$ cat config.mk
export PLATFORM = sky130hd
export DESIGN_NAME = pulse_train_generator
export DESIGN_NICKNAME = d
export VERILOG_FILES = /design/src/rtl/pulse_train_generator.sv
export SDC_FILE = /design/constraint.sdc
export NUM_CORES = 1
export LEC_CHECK = 0
export CAP_MARGIN = 20
export CORE_MARGIN = 2
export CORE_UTILIZATION = 30
export CTS_CLUSTER_SIZE = 25
export DETAILED_ROUTE_END_ITERATION = 10
export MAX_ROUTING_LAYER = met4
export PLACE_DENSITY = 0.54
export SLEW_MARGIN = 20
export SYNTH_ARGS = -nofsm -noshare
export SYNTH_HDL_FRONTEND = slang
export SYNTH_SLANG_ARGS = --single-unit
export TNS_END_PERCENT = 50
$ cat constraint.sdc
create_clock -name in_clock -period 3.5 [get_ports in_clock]
set_input_delay 0.525 -clock in_clock [delete_from_list [all_inputs] [get_ports in_clock]]
set_output_delay 0.525 -clock in_clock [all_outputs]
set_load 0.1 [all_outputs]
$ cat src/rtl/pulse_train_generator.sv
// Pulse train generator: a start strobe launches N pulses of programmable high/low width; optional abort via PULSE_TRAIN_ABORT_EN.
// Latency: out_signal rises on the first edge after start is accepted; out_done directly follows the last high cycle.
// Backpressure: none; in_start is honoured only in IDLE and is otherwise dropped, never queued.
module pulse_train_generator #(
  parameter int WIDTH_BITS = 8,
  parameter int COUNT_BITS = 8
) (
  input  logic                  in_clock,
  input  logic                  in_reset,
  input  logic                  in_start,
`ifdef PULSE_TRAIN_ABORT_EN
  input  logic                  in_abort,
`endif
  input  logic [WIDTH_BITS-1:0] in_high_cycles,
  input  logic [WIDTH_BITS-1:0] in_low_cycles,
  input  logic [COUNT_BITS-1:0] in_pulse_count,
  output logic                  out_signal,
  output logic                  out_busy,
  output logic                  out_done
);

  typedef enum logic [1:0] {
    IDLE = 2'd0,
    HIGH = 2'd1,
    LOW  = 2'd2,
    DONE = 2'd3
  } state_t;

  localparam logic [WIDTH_BITS-1:0] PHASE_ZERO = '0;
  localparam logic [WIDTH_BITS-1:0] PHASE_ONE  = WIDTH_BITS'(1);
  localparam logic [COUNT_BITS-1:0] COUNT_ZERO = '0;
  localparam logic [COUNT_BITS-1:0] COUNT_ONE  = COUNT_BITS'(1);

  state_t                  state_q, state_d;
  logic [WIDTH_BITS-1:0]   phase_q, phase_d;
  // Phase reload values are held as width-1 so a zero width behaves as one.
  logic [WIDTH_BITS-1:0]   high_len_q, high_len_d;
  logic [WIDTH_BITS-1:0]   low_len_q, low_len_d;
  logic [COUNT_BITS-1:0]   remain_q, remain_d;
  logic                    signal_d, busy_d, done_d;
  logic                    abort;

`ifdef PULSE_TRAIN_ABORT_EN
  assign abort = in_abort;
`else
  assign abort = 1'b0;
`endif

  function automatic logic [WIDTH_BITS-1:0] len_minus_one(input logic [WIDTH_BITS-1:0] len);
    return (len == PHASE_ZERO) ? PHASE_ZERO : (len - PHASE_ONE);
  endfunction

  always_comb begin
    state_d    = state_q;
    phase_d    = phase_q;
    high_len_d = high_len_q;
    low_len_d  = low_len_q;
    remain_d   = remain_q;

    case (state_q)
      IDLE: begin
        if (in_start) begin
          high_len_d = len_minus_one(in_high_cycles);
          low_len_d  = len_minus_one(in_low_cycles);
          remain_d   = in_pulse_count;
          if (in_pulse_count != COUNT_ZERO) begin
            state_d = HIGH;
            phase_d = len_minus_one(in_high_cycles);
          end else begin
            state_d = DONE;
            phase_d = PHASE_ZERO;
          end
        end
      end

      HIGH: begin
        if (abort) begin
          state_d  = IDLE;
          phase_d  = PHASE_ZERO;
          remain_d = COUNT_ZERO;
        end else if (phase_q != PHASE_ZERO) begin
          phase_d = phase_q - PHASE_ONE;
        end else if (remain_q > COUNT_ONE) begin
          state_d  = LOW;
          phase_d  = low_len_q;
          remain_d = remain_q - COUNT_ONE;
        end else begin
          // Last pulse: no trailing low phase.
          state_d  = DONE;
          remain_d = COUNT_ZERO;
        end
      end

      LOW: begin
        if (abort) begin
          state_d  = IDLE;
          phase_d  = PHASE_ZERO;
          remain_d = COUNT_ZERO;
        end else if (phase_q != PHASE_ZERO) begin
          phase_d = phase_q - PHASE_ONE;
        end else begin
          state_d = HIGH;
          phase_d = high_len_q;
        end
      end

      DONE: begin
        // Start arriving here is dropped; a new train needs start in IDLE.
        state_d  = IDLE;
        phase_d  = PHASE_ZERO;
        remain_d = COUNT_ZERO;
      end

      default: begin
        state_d = IDLE;
      end
    endcase
  end

  // Outputs are registered from the next state so they align with the state register.
  always_comb begin
    signal_d = (state_d == HIGH);
    busy_d   = (state_d == HIGH) || (state_d == LOW);
    done_d   = (state_d == DONE);
  end

  always_ff @(posedge in_clock or posedge in_reset) begin
    if (in_reset) begin
      state_q    <= IDLE;
      phase_q    <= PHASE_ZERO;
      high_len_q <= PHASE_ZERO;
      low_len_q  <= PHASE_ZERO;
      remain_q   <= COUNT_ZERO;
      out_signal <= 1'b0;
      out_busy   <= 1'b0;
      out_done   <= 1'b0;
    end else begin
      state_q    <= state_d;
      phase_q    <= phase_d;
      high_len_q <= high_len_d;
      low_len_q  <= low_len_d;
      remain_q   <= remain_d;
      out_signal <= signal_d;
      out_busy   <= busy_d;
      out_done   <= done_d;
    end
  end

endmodule

==> impl_metrics.csv <==
group,metric,value,unit
final_layout,mostFrequentLayoutCells,"dfrtp_1, nand2_1, clkdlybuf4s50_1",
timing,final.setup.worst_slack,1.13,ns
global_route,grt_remaining_overflow,0,
route,drtIter0Drc,218,
clocking,clock_sinks,37,
final_layout,final_nets,344,
placement,dp_slack,0.888,ns
global_route,grt_usage,15.4,%
timing,maxSlewViolCount,0,
clocking,h-tree-depth,2,
yosys,yosys_warnings,0,
route,via_per_inst,5.14,
yosys,yosys-top-cells-area,"dfrtp_1, nand2_1, o21ai_0",
route,drc,0,
final_layout,fin_area,2860,µm²
route,routed-wl-met2,2740,µm
job,cap_viol_max_count,0,
clocking,cts_buffers,5,
global_route,antenna_found_initial,0,
yosys,synth_seq_cells,37,
route,wl,5990,µm
global_route,grt_first_pass_wirelength,10300,µm
timing,tightest_slew,0.962,ns
floorplanning,std_cell_rows,32,
yosys,synthSimpleGateAreaFrac,23.3,%
power,power_leakage,0.00114,µW
route,top_layer,"met4",
clocking,clock_latency,0.29,ns
clocking,clk_path_buf_depth,2,
global_route,grt_max_degree,38,
yosys,synth_xor_area_share,2.57,%
setup_path,critPathMaxFanout,8,
clocking,cts_tree,"built",
status,status,"finished, final reports clean",
yosys,yosys.area.top_type,"dfrtp_1",
global_route,grt_pass1_vias,2082,
power,ir_drop,0.475,mV
floorplanning,ios,30,
setup_path,cp_cell_sequence,"inv_1 -> ha_1 -> or3b_2 -> nor2_8 -> nand2_1 -> a21oi_1 -> ha_1",
yosys,synth_edf_count,0,
yosys,async_flop_share,100,%
setup_path,startpoint_type,"flop",
power,power_density,856,nW/µm²
timing,setup_violations,0,
final_layout,areaGrowthSynthToFinish,19.6,%
clocking,cts_root_buffer,"clkbuf_8",
yosys,yosysTopAreaCellShare,38.8,%
final_layout,layout-drive-gt1-share,7.12,%
yosys,synth_compound_area_share,25.1,%
timing,min_period_over_period,67.7,%
yosys,muxShareOfSynthArea,1.83,%
timing,clock_skew,0.00375,ns
clocking,cts_post_setup_buffers_inserted,0,
yosys,synth_cell_types,56,
setup_path,path_buf_inv,1,
route,wl_met3,214,µm
setup_path,crit_slowest_cell,"or3b_2",
timing,fin_tns_setup,0,ns
yosys,syn_area,2390,µm²
setup_path,cp.arrival,2.55,ns
route,drt_pass1_iterations,4,
yosys,syn_inst,281,
clocking,path_clk_slew,0.07,ns
setup_path,worst-setup-path-type,"reg -> reg",
timing,hold_viol_final,0,
setup_path,critPathMaxStageDelay,0.61,ns
floorplanning,start_util,30.9,%
placement,placed_area,2770,µm²
setup_path,critPathTopFamily,"simple AND/OR/NAND/NOR gates",
yosys,synth_top_flop_cell,"dfrtp_1",
worst_hold_path,min_path_type,"reg -> reg",
yosys,synth_adder_area_share,4.19,%
setup_path,critPathCaptureType,"flop",
timing,grt_setup_unrepaired,"no",
route,vias,2111,
yosys,synth.avg_cell_area,8.50,µm²
timing,slew_headroom,35.7,%
timing,max_freq,422,MHz
floorplanning,die_w,93.2,µm
placement,dp_hpwl,4530,µm
yosys,syn_nets,316,
setup_path,cp_data_required_time,3.68,ns
placement,portBuffers,29,
route,routedWlPerCell,14.6,µm
floorplanning,core_area,7730,µm²
yosys,yosysSeqAreaShare,38.8,%
clocking,post_cts_resized,0,
final_layout,n_antenna_cell,0,
floorplanning,die_area,8690,µm²
setup_path,critPathMostFrequentCell,"ha_1",
final_layout,layout_commonest_cell,"dfrtp_1",
route,wl_met1,2900,µm
clocking,cts_hold_buffers,0,
placement,gp_congestion,0.862,
route,ant_nets,0,
floorplanning,die_y,93.2,µm
timing,period_minus_slack,2.37,ns
yosys,synth_top_family_by_area,"compound AO/OA/AOI/OAI gates",
cell usage after synthesis (all sizes together) (6+ instances only):
cell type  number
nor3           15
a21oi          16
dfrtp          37
ha              8
nor2           27
a22oi           7
nand2          36
inv            15
nor4            7
clkbuf          6
o22ai           6
xnor2           7
o21ai          37
kinds of logic after synthesis:
group | count (synthesis)
adder cells (fa/ha/maj) | 8
flip-flops | 37
buffers and inverters | 24
AND/OR/NAND/NOR | 109
multiplexers | 4
XOR/XNOR | 7
AO/OA/AOI/OAI | 92
stage by stage:
| step | total power [µW] | hold slack [ns] | std cells | utilization [%] |
|---|---|---|---|---|
| floorplan | 1810 | 0.442 | 281 | - |
| global placement | 2130 | 0.457 | 404 | 35.8 |
| detailed placement | 2130 | 0.476 | 404 | 35.8 |
| CTS | 2450 | 0.497 | 411 | 37.0 |
| global route | 2660 | 0.508 | 411 | 37.0 |
| finish | 2450 | 0.491 | 411 | 37.0 |
worst min-delay path: stages (launching register included):
cell and delay [ns]:
dfrtp_1 0.35, nand2_1 0.05, o21ai_0 0.06
path summary, 6_finish.rpt:
kind	cells after the start	end	start	slack, ns
hold / removal	2	low_len_q[5]	low_len_q[5]	0.49
min in group asynchronous	3	remain_q[3]	in_reset	0.65
setup / recovery	7	out_busy	phase_q[0]	1.13
hold reg to reg	2	low_len_q[5]	low_len_q[5]	0.49
max in group asynchronous	3	phase_q[5]	in_reset	2.52
setup reg to reg	7	out_busy	phase_q[0]	1.13
report_power, final:
part | internal (µW) | switching (µW) | total (µW)
clock network | 156 | 156 | 312
registers | 629 | 181 | 809
logic | 486 | 840 | 1330
total | 1270 | 1180 | 2450
layout make-up:
cell class,count,area [µm²]
fill,785,4870
inverter,15,56.3
tap,102,128
sequential,37,926
timing repair buffer,30,298
multi-input combinational,220,1360
clock buffer,6,82.6
clock inverter,1,7.51
flip-flops by register name (all words and copies together), names as in the netlist:
register / count
high_len_q: 8
low_len_q: 8
phase_q: 8
remain_q: 8
state_q: 2
out_busy: 1
out_done: 1
out_signal: 1
per-layer routing:
metal | GRT usage [%] | up-vias
met5 | - | -
met4 | 5.51 | 0
met3 | 2.74 | 13
met2 | 23.7 | 55
met1 | 20.6 | 967
li1 | - | 1076
(Power assumes the default switching activity.)
